--- src/rtl/fetch_queue.sv ---
// In-order show-ahead instruction buffer between fetch and dispatch.
// Absorbs fetched packets during dispatch hazards; flushes completely on squash.
`default_nettype none

package fetch_queue_pkg;
    localparam int XLEN = 32;
    localparam logic [31:0] NOP_INST = 32'h0000_0013;

    typedef struct packed {
        logic            valid;
        logic [31:0]     inst;
        logic [XLEN-1:0] PC;
        logic [XLEN-1:0] NPC;
    } IF_ID_PACKET;
endpackage

module fetch_queue
    import fetch_queue_pkg::*;
#(
    parameter int DEPTH = 8,
    parameter int CNT_W = $clog2(DEPTH + 1)
) (
    input  logic             clock,
    input  logic             reset,
    input  IF_ID_PACKET      if_id_packet_in,
    input  logic             struc_hazard,
    input  logic             squash,
    output IF_ID_PACKET      if_id_packet_out,
    output logic             fetch_stall,
    output logic [CNT_W-1:0] count
);
    localparam int PTR_W = $clog2(DEPTH);

    typedef struct packed {
        logic [31:0]     inst;
        logic [XLEN-1:0] PC;
        logic [XLEN-1:0] NPC;
    } entry_t;

    entry_t            mem [DEPTH];
    logic [PTR_W-1:0]  head_reg, head_next;
    logic [PTR_W-1:0]  tail_reg, tail_next;
    logic [CNT_W-1:0]  count_reg, count_next;
    logic              enq, deq;
    logic              empty, full;

    assign empty = (count_reg == '0);
    assign full  = (count_reg == CNT_W'(DEPTH));

    // Stall depends only on occupancy: a concurrent dequeue does not free a slot this cycle.
    assign fetch_stall = full;
    assign count       = count_reg;

    assign deq = ~empty & ~struc_hazard & ~squash;
    assign enq = if_id_packet_in.valid & ~full & ~squash;

    always_comb begin
        head_next  = head_reg;
        tail_next  = tail_reg;
        count_next = count_reg;
        if (squash) begin
            head_next  = '0;
            tail_next  = '0;
            count_next = '0;
        end else begin
            if (deq) begin
                head_next = head_reg + PTR_W'(1);
            end
            if (enq) begin
                tail_next = tail_reg + PTR_W'(1);
            end
            if (enq && !deq) begin
                count_next = count_reg + CNT_W'(1);
            end else if (deq && !enq) begin
                count_next = count_reg - CNT_W'(1);
            end
        end
    end

    always_ff @(posedge clock or posedge reset) begin
        if (reset) begin
            head_reg  <= '0;
            tail_reg  <= '0;
            count_reg <= '0;
        end else begin
            head_reg  <= head_next;
            tail_reg  <= tail_next;
            count_reg <= count_next;
        end
    end

    // Entry storage is never reset; only slots between head and tail are ever observed.
    always_ff @(posedge clock) begin
        if (enq) begin
            mem[tail_reg] <= '{inst: if_id_packet_in.inst,
                               PC:   if_id_packet_in.PC,
                               NPC:  if_id_packet_in.NPC};
        end
    end

    always_comb begin
        if_id_packet_out.valid = 1'b0;
        if_id_packet_out.inst  = NOP_INST;
        if_id_packet_out.PC    = '0;
        if_id_packet_out.NPC   = '0;
        if (!empty) begin
            if_id_packet_out.valid = 1'b1;
            if_id_packet_out.inst  = mem[head_reg].inst;
            if_id_packet_out.PC    = mem[head_reg].PC;
            if_id_packet_out.NPC   = mem[head_reg].NPC;
        end
    end

endmodule

`default_nettype wire

--- config.mk ---
export PLATFORM = sky130hd
export DESIGN_NAME = fetch_queue
export DESIGN_NICKNAME = d
export VERILOG_FILES = /design/src/rtl/fetch_queue.sv
export SDC_FILE = /design/constraint.sdc
export NUM_CORES = 1
export LEC_CHECK = 0
export CAP_MARGIN = 20
export CORE_UTILIZATION = 58
export DETAILED_ROUTE_END_ITERATION = 10
export GPL_TIMING_DRIVEN = 0
export HOLD_SLACK_MARGIN = 0.02
export PLACE_DENSITY = 0.79
export SLEW_MARGIN = 20
export SYNTH_ARGS = -nofsm -noshare
export SYNTH_HDL_FRONTEND = slang
export SYNTH_SLANG_ARGS = --single-unit
export TNS_END_PERCENT = 50
--- constraint.sdc ---
create_clock -name clock -period 13.12 [get_ports clock]
set_input_delay 2.624 -clock clock [delete_from_list [all_inputs] [get_ports clock]]
set_output_delay 2.624 -clock clock [all_outputs]
set_load 0.01 [all_outputs]
==> impl_metrics.csv, run 1 <==
group,metric,value,unit
place,placed_area,34020,sq um
final_layout,largest_register_ffs,768,
die,die_x,229.0,um
worst_setup_path,start_kind,"flop",
die,ios,203,
die,chipHeight,229.0,um
clock_tree,clk_pin_slew,0.06,ns
pwr,p_per_area,188.3,nW/um^2
place,hpwl,40.31,mm
final_layout,instances_no_fill,2371,
place,gp_congestion,0.7351,
routing,wl_per_cell,27.50,um
global_route,grt_pass1_vias,15210,
synth,yosysWarnings,0,
place,dpl.cell_count,2242,
synth,ys_seq_elements,778,
timing,setup_ws,6.969,ns
synth,yosysTopAreaCellShare,77.14,%
routing,final_antenna_net_count,0,
final_layout,nets,1752,
final_layout,drive_above_1_share,24.45,%
clock_tree,cts_hold_buf,0,
pwr,swShare,26.83,%
final_layout,multi_input_area,6180,sq um
synth,synth_area_per_cell,22.95,sq um
final_layout,regArea,23310,sq um
pwr,power_frac_comb,28.7,%
hold_path,hold_start,"tail_reg[0]",
pwr,p_int,4.999,mW
routing,wl,65.20,mm
final_layout,syn_to_final_growth,21.39,%
routing,vias_per_cell,6.126,
timing,finClkSkew,0.02764,ns
worst_setup_path,required,10.50,ns
die,start_util,59.23,%
clock_tree,cts_setup_buffers,0,
clock_tree,clock_latency,0.60,ns
die,rows,82,
pwr,p_seq_share,41.8,%
pwr,max-vdd-ir-drop,0.0001605,V
synth,syn_area,29900,sq um
synth,yosys.area_share.xor_xnor,0.1465,%
clock_tree,cts_resized,0,
clock_tree,htreeDepth,3,
timing,whs,0.6134,ns
timing,rsz0062_at_grt,"false",
synth,yosys-mux-area-fraction,17.83,%
worst_setup_path,crit_arrival,3.53,ns
timing,slew_headroom,32.25,%
pwr,clkPwrFrac,29.6,%
global_route,antenna_found_initial,9,
pwr,switchingPower,1.833,mW
global_route,grtUsageTotal,25.42,%
clock_tree,cts_tree,"yes",
worst_setup_path,r2r_start,"count[0]",
synth,seq_area_frac_synth,77.97,%
synth,synth.distinct_cells,36,
hold_path,hp-class,"flop to flop",
worst_setup_path,r2r_cells,8,
timing,slew_violations,0,
clock_tree,clock_path_buffers,3,
routing,dr.first_iter.drc_count,1414,
global_route,grt_pass1_wl,96.60,mm
hold_path,whs_path_depth,2,
timing,post-route-period-util,46.88,%
place,dp_slack,7.554,ns
global_route,grt_overflow,0,
final_layout,final_cell_area,36290,sq um
worst_setup_path,reg2reg_slack,9.52,ns
routing,drc,0,
timing,setup_viol,0,
synth,synthesis.nets,1409,
hold_path,min_to,"tail_reg[0]",
worst_setup_path,worst_setup_path_end_kind,"output port",
job,max-cap-violations,0,
worst_setup_path,worstSetupPathType,"flop to output port",
synth,synth_compound_area_share,0.1883,%
routing,vias,14520,
final_layout,utilization,71.90,%
timing,hold_viol_final,0,
clock_tree,cts_root_buf,"clkbuf_16",
timing,fmax,0.1626,GHz
global_route,grt_max_degree,22,
die,coreArea,50480,sq um
synth,synth_top_family_by_area,"multiplexers",
synth,synthAdderAreaFrac,0.2344,%
place,portBuffers,201,
synth,postSynthCellCount,1303,
final_layout,fillers,2868,
die,design.die.area,52460,sq um
synth,synth-simple-area-share,2.088,%
clock_tree,cts-buffers-inserted,74,
run_status,outcome,"finished clean",
timing,worst_pin_slew,1.009,ns
synth,yosys-top-cells-area,"edfxtp_1 77%, mux4_2 14%, mux2i_1 3.2%",
routing,drt_pass1_iterations,6,
clock_tree,cts.sinks,778,
synth,synth_top_area_cell,"edfxtp_1",
timing,finalCriticalPeriod,6.151,ns
worst_setup_path,crit_fanout,10,
worst_setup_path,worst_r2r_endpoint,"count[3]",
pwr,leakage,11.36,nW
## power by group through the flow
stage,Sequential [mW],Clock (mW),Combinational (mW)
floorplan,2.91,0,1.13
global placement,2.93,0,1.89
detailed placement,2.90,0,1.96
CTS,2.85,2.05,1.99
global route,2.86,2.13,2.08
finish,2.85,2.02,1.96
## synth_stat cells, drive strengths merged
| cell | number |
|---|---|
| inv | 6 |
| xnor2 | 2 |
| nor4 | 3 |
| nand3 | 3 |
| nand2 | 10 |
| nor3 | 3 |
| mux2i | 96 |
| nor3b | 4 |
| or4b | 1 |
| nand2b | 3 |
| clkbuf | 12 |
| fa | 1 |
| dfrtp | 10 |
| nand3b | 1 |
| a21oi | 3 |
| and2 | 1 |
| mux2 | 4 |
| nor2 | 109 |
| ha | 4 |
| nor2b | 2 |
| a211oi | 1 |
| o21ai | 4 |
| edfxtp | 768 |
| a41oi | 1 |
| buf | 55 |
| mux4 | 192 |
| or3b | 1 |
| xor2 | 3 |
## layout by cell type, fill, tap and decap left out, drive strengths merged, types with 6 or more instances in the layout
master and count:
inv 7, clkbuf 109, diode 6, nand2 10, mux4 192, buf 121, edfxtp 768, nor2 109
clkdlybuf4s50 201, mux2i 96, dfrtp 10, clkinv 21
## cell type report
class | instances | share of cell area [%]
buffer | 67 | 1.207
clock buffer | 97 | 5.633
multi-input combinational | 452 | 17.03
timing repair buffer | 267 | 8.881
tap | 672 | 2.317
inverter | 6 | 0.06206
sequential | 778 | 64.24
antenna | 6 | 0.04137
clock inverter | 26 | 0.5964
## critical path, stage by stage (launching register included)
cell and delay, ns:
dfrtp_1 0.51, nor4_4 0.94, buf_2 0.52, buf_2 0.34
nor2_1 0.12, clkdlybuf4s50_1 0.49
## cells by family after synthesis
group	count (synthesis)
AOI/OAI and AO/OA	9
xor gates and xnor gates	5
adders and majority gates	5
buffers and inverters	73
DFF	778
muxes	292
and+or+nand+nor	141
## worst max-delay path by stage
stage | from | to | slack (ns)
6_report | count[0] | if_id_packet_out[57] | 6.97
2_1_floorplan | if_id_packet_in[96] | mem[0][0] | 2.74
3_3_place_gp | if_id_packet_in[96] | mem[0][82] | -4.42
5_1_grt | count[0] | if_id_packet_out[57] | 6.89
4_1_cts | count[0] | if_id_packet_out[57] | 6.92
3_5_place_dp | count[0] | if_id_packet_out[57] | 7.55
## through the flow
step / total power [mW] / TNS, ns
after global placement: 4.827 / -843.39
after global routing: 7.075 / 0
after CTS: 6.893 / 0
after detailed placement: 4.860 / 0
final: 6.833 / 0
after floorplan: 4.047 / 0
## layer usage
| metal | GRT usage (%) | up-vias | routed length (um) | share of wire, % |
|---|---|---|---|---|
| met1 | 33.98 | 7671 | 25170 | 39 |
| met4 | 9.438 | 6 | 1928 | 3.0 |
| met2 | 42.62 | 623 | 33620 | 52 |
| met5 | 0 | - | 38 | 0.058 |
| met3 | 4.221 | 115 | 4445 | 6.8 |
| li1 | - | 6109 | - | - |
(Power assumes the default switching activity.)
==> run 2, diff against run 1 <==
--- a/config.mk
+++ b/config.mk
@@ -6,11 +6,11 @@
 export NUM_CORES = 1
 export LEC_CHECK = 0
 export CAP_MARGIN = 20
-export CORE_UTILIZATION = 58
+export CORE_UTILIZATION = 53
 export DETAILED_ROUTE_END_ITERATION = 10
 export GPL_TIMING_DRIVEN = 0
 export HOLD_SLACK_MARGIN = 0.02
-export PLACE_DENSITY = 0.79
+export PLACE_DENSITY = 0.76
 export SLEW_MARGIN = 20
 export SYNTH_ARGS = -nofsm -noshare
 export SYNTH_HDL_FRONTEND = slang
==> constraint.sdc (replaced) <==
create_clock -name clock -period 5.4 [get_ports clock]
set_input_delay 1.08 -clock clock [delete_from_list [all_inputs] [get_ports clock]]
set_output_delay 1.08 -clock clock [all_outputs]
set_load 0.01 [all_outputs]
==> impl_metrics.csv, run 2 (synthesis results as in run 1) <==
group,metric,value,unit
timing,fmax,0.2133,GHz
worst_setup_path,crit_arrival,3.61,ns
clock_tree,cts_resized,0,
routing,vias,14180,
final_layout,multi_input_area,6192,sq um
routing,final_antenna_net_count,0,
pwr,max-vdd-ir-drop,0.0002809,V
final_layout,utilization,66.11,%
final_layout,final_common_cell,"edfxtp_1",
job,max-cap-violations,0,
pwr,clkPwrFrac,29.8,%
timing,finClkSkew,0.02007,ns
pwr,switchingPower,4.457,mW
die,chipHeight,239.5,um
timing,worst_pin_slew,1.002,ns
final_layout,final_cell_mix,"768 x edfxtp_1, 201 x clkdlybuf4s50_1, 192 x mux4_2",
final_layout,drive_above_1_share,24.68,%
clock_tree,cts_setup_buffers,0,
timing,rsz0062_at_grt,"false",
final_layout,regArea,23310,sq um
worst_setup_path,crit_fanout,10,
global_route,grt_pass1_vias,14890,
global_route,grtUsageTotal,22.78,%
pwr,p_seq_share,41.7,%
routing,dr.first_iter.drc_count,1143,
timing,setup_viol,0,
timing,slew_headroom,32.69,%
clock_tree,clock_latency,0.61,ns
timing,post-route-period-util,86.81,%
final_layout,fillers,3459,
timing,slew_violations,0,
final_layout,syn_to_final_growth,22.53,%
pwr,leakage,11.43,nW
clock_tree,clock_path_buffers,3,
worst_setup_path,worstSetupPathType,"flop to output port",
worst_setup_path,worst_setup_path_end_kind,"output port",
hold_path,hp-class,"flop to flop",
pwr,swShare,26.80,%
die,ios,203,
clock_tree,cts_root_buf,"clkbuf_16",
die,design.die.area,57370,sq um
hold_path,whs_path_depth,2,
routing,drt_pass1_iterations,5,
final_layout,nets,1746,
timing,finalCriticalPeriod,4.688,ns
pwr,power_frac_comb,28.6,%
final_layout,largest_register_ffs,768,
die,coreArea,55420,sq um
routing,wl_per_cell,25.92,um
routing,vias_per_cell,5.802,
die,start_util,53.95,%
pwr,p_per_area,454.0,nW/um^2
global_route,grt_overflow,0,
pwr,p_int,12.17,mW
worst_setup_path,start_kind,"flop",
global_route,antenna_found_initial,10,
place,portBuffers,201,
worst_setup_path,r2r_cells,8,
clock_tree,cts_tree,"yes",
clock_tree,htreeDepth,3,
place,hpwl,40.66,mm
clock_tree,cts-buffers-inserted,76,
worst_setup_path,required,4.32,ns
die,rows,86,
clock_tree,cts.sinks,778,
global_route,grt_pass1_wl,93.41,mm
routing,wl,63.35,mm
timing,hold_viol_final,0,
timing,tns,0,ns
place,gp_congestion,0.7178,
clock_tree,clk_pin_slew,0.06,ns
die,die_x,239.5,um
clock_tree,cts_hold_buf,0,
routing,drc,0,
global_route,grt_max_degree,22,
run_status,outcome,"finished clean",
run 2: changes by cell type in the layout (fill, tap and decap cells not counted):
cell        before  now
buf_4           16    0
buf_16          29   42
buf_6           34   21
buf_8            1   13
clkinv_2         7   18
buf_12           6    2
clkbuf_1        30   26
diode_2          6    2
nor3_2           2    0
nor3_4           1    3
clkinv_1        14   15
clkinvlp_4       0    1
run 2: worst max-delay path: stages, from the launching register on:
cell and delay (ns):
dfrtp_1 0.51, nor4_4 0.93, buf_2 0.55, buf_2 0.38, nor2_1 0.11, clkdlybuf4s50_1 0.51
run 2: power groups by stage:
stage	registers, mW	clock network, mW	logic, mW
2_1_floorplan	7.06	0	2.75
3_3_place_gp	7.09	0	4.64
3_5_place_dp	7.06	0	4.79
4_1_cts	6.93	5.03	4.84
5_1_grt	6.94	5.25	5.07
6_report	6.93	4.95	4.75
run 2: worst paths after layout:
check	slack, ns	from	endpoint
setup / recovery	0.71	count[0]	if_id_packet_out[61]
hold / removal	0.62	tail_reg[0]	tail_reg[0]
setup reg to reg	1.87	count[0]	count[3]
hold reg to reg	0.62	tail_reg[0]	tail_reg[0]
max in group asynchronous	4.19	reset	tail_reg[1]
min in group asynchronous	0.90	reset	count[1]
run 2: layout make-up:
type	count	share of cell area [%]
repair buffers	259	9.321
plain buffers	67	1.195
clock inverters	39	0.7719
diodes	2	0.01366
flip-flops and latches	778	63.64
clock buffers	93	5.540
inverters	6	0.06148
multi-input cells	452	16.90
well taps	748	2.555
run 2: layer usage:
metal	track usage (%)	vias up	part of all wire [%]
li1	-	6122	-
met2	37.65	523	51
met5	0	-	0.16
met1	30.74	7424	40
met3	4.391	94	6.5
met4	7.498	16	2.2
run 2: through the flow:
stage	cells	setup WS, ns	area, sq um	hold WS, ns	power (mW)
4_1_cts	2442	0.6145	36630	0.6217	16.80
3_3_place_gp	2252	-5.660	32860	0.5733	11.73
2_1_floorplan	1303	-0.8566	29910	0.5436	9.816
6_report	2444	0.7123	36630	0.6240	16.63
3_5_place_dp	2310	1.290	34320	0.6077	11.85
5_1_grt	2444	0.6048	36630	0.7097	17.27
==> run 3, diff against run 2 <==
--- a/config.mk
+++ b/config.mk
@@ -10,7 +10,7 @@
 export DETAILED_ROUTE_END_ITERATION = 10
 export GPL_TIMING_DRIVEN = 0
 export HOLD_SLACK_MARGIN = 0.02
-export PLACE_DENSITY = 0.76
+export PLACE_DENSITY_LB_ADDON = 0.12
 export SLEW_MARGIN = 20
 export SYNTH_ARGS = -nofsm -noshare
 export SYNTH_HDL_FRONTEND = slang
==> impl_metrics.csv, run 3 (synthesis results as in run 1) <==
group,metric,value,unit
run_status,outcome,"finished clean",
final_layout,nets,1744,
timing,finalCriticalPeriod,4.608,ns
final_layout,final_common_cell,"edfxtp_1",
worst_setup_path,crit_fanout,10,
timing,fmax,0.2170,GHz
worst_setup_path,start_kind,"flop",
worst_setup_path,crit_path_max_incr_delay,0.91,ns
routing,drc,0,
routing,wl,62.25,mm
die,coreArea,55420,sq um
job,max-cap-violations,0,
timing,rsz0062_at_grt,"false",
clock_tree,clock_path_buffers,3,
worst_setup_path,critical-path-top-delay-family,"buffers and inverters",
global_route,grt_overflow,0,
routing,final_antenna_net_count,0,
routing,dr.first_iter.drc_count,1230,
final_layout,drive_above_1_share,24.41,%
timing,worst_pin_slew,0.9693,ns
place,hpwl,39.35,mm
clock_tree,clock_latency,0.62,ns
global_route,grt_pass1_vias,14620,
clock_tree,clk_pin_slew,0.06,ns
worst_setup_path,required,4.32,ns
final_layout,multi_input_area,6192,sq um
routing,vias,13980,
clock_tree,cts_tree,"yes",
timing,slew_violations,0,
final_layout,fillers,3614,
timing,setup_viol,0,
pwr,p_per_area,458.1,nW/um^2
routing,drt_pass1_iterations,5,
timing,slew_headroom,34.89,%
pwr,max-vdd-ir-drop,0.0002678,V
final_layout,regArea,23310,sq um
die,die_x,239.5,um
worst_setup_path,cpMaxStageDelayCell,"nor4_4",
clock_tree,cts-buffers-inserted,78,
worst_setup_path,cp_cell_sequence,"nor4_4 > buf_2 > buf_2 > nor2_1 > clkdlybuf4s50_1",
clock_tree,cts_root_buf,"clkbuf_16",
global_route,grtUsageTotal,22.40,%
clock_tree,cts.sinks,778,
worst_setup_path,reg2reg_slack,1.92,ns
clock_tree,cts_setup_buffers,0,
die,ios,203,
worst_setup_path,cp_common_cell,"buf_2",
final_layout,final_cell_mix,"768 x edfxtp_1, 201 x clkdlybuf4s50_1, 192 x mux4_2",
routing,wl_per_cell,25.43,um
worst_setup_path,worst_setup_path_end_kind,"output port",
final_layout,syn_to_final_growth,21.96,%
routing,vias_per_cell,5.710,
clock_tree,cts_resized,0,
timing,hold_viol_final,0,
die,chipHeight,239.5,um
global_route,antenna_found_initial,7,
final_layout,largest_register_ffs,768,
place,gp_congestion,0.7498,
timing,post-route-period-util,85.33,%
die,start_util,53.95,%
global_route,grt_max_degree,21,
clock_tree,htreeDepth,3,
die,design.die.area,57370,sq um
worst_setup_path,crit_arrival,3.53,ns
clock_tree,cts_hold_buf,0,
timing,whs,0.6003,ns
global_route,grt_pass1_wl,92.56,mm
pwr,leakage,11.36,nW
hold_path,hp-class,"flop to flop",
die,rows,86,
worst_setup_path,cp_num_buf_inv,3,
place,portBuffers,201,
timing,finClkSkew,0.02074,ns
pwr,power,16.70,mW
timing,tns,0,ns
worst_setup_path,worstSetupPathType,"flop to output port",
==> run 3: report_power, final <==
group | switching, mW | internal (mW)
sequential | 0.0789 | 6.85
clock | 2.15 | 2.92
combinational | 2.24 | 2.46
==> run 3: worst paths after layout <==
path,cells after the start,startpoint,endpoint
max in group asynchronous,2,reset,tail_reg[2]
min in group asynchronous,2,reset,head_reg[1]
max reg2reg,8,count[0],count[3]
min reg2reg,2,tail_reg[0],tail_reg[0]
max,5,count[0],if_id_packet_out[54]
min,2,tail_reg[0],tail_reg[0]
==> run 3: cell type report <==
cell class,instances,share of cell area [%]
plain buffers,67,1.201
clock inverters,35,0.7069
clock buffers,103,5.844
flip-flops and latches,778,63.94
diodes,4,0.02745
multi-input cells,452,16.98
repair buffers,255,8.675
inverters,6,0.06177
well taps,748,2.567
==> run 3: worst register-to-register path, stage by stage (launching register included) <==
cell and delay (ns):
dfrtp_1 0.50, nor4_4 0.91, buf_2 0.54, o21ai_1 0.18
ha_1 0.36, a21oi_1 0.17, and2_1 0.20, mux2_2 0.35
a41oi_1 0.18
==> run 3: through the flow <==
stage | utilization, % | setup slack (ns) | std cells | cell area [sq um]
floorplan | - | -0.8566 | 1303 | 29910
detailed placement | 61.47 | 1.308 | 2306 | 34060
global route | 65.79 | 0.6459 | 2447 | 36460
finish | 65.80 | 0.7921 | 2448 | 36460
CTS | 65.78 | 0.6735 | 2444 | 36450
global placement | 59.29 | -5.868 | 2252 | 32860
==> run 3: routing by layer <==
| metal | routed length (um) | track usage [%] | up-vias |
|---|---|---|---|
| met5 | 34 | 0 | - |
| met4 | 938 | 6.410 | 6 |
| met3 | 3566 | 4.287 | 74 |
| met2 | 31170 | 36.00 | 362 |
| met1 | 26540 | 31.63 | 7410 |
| li1 | - | - | 6125 |
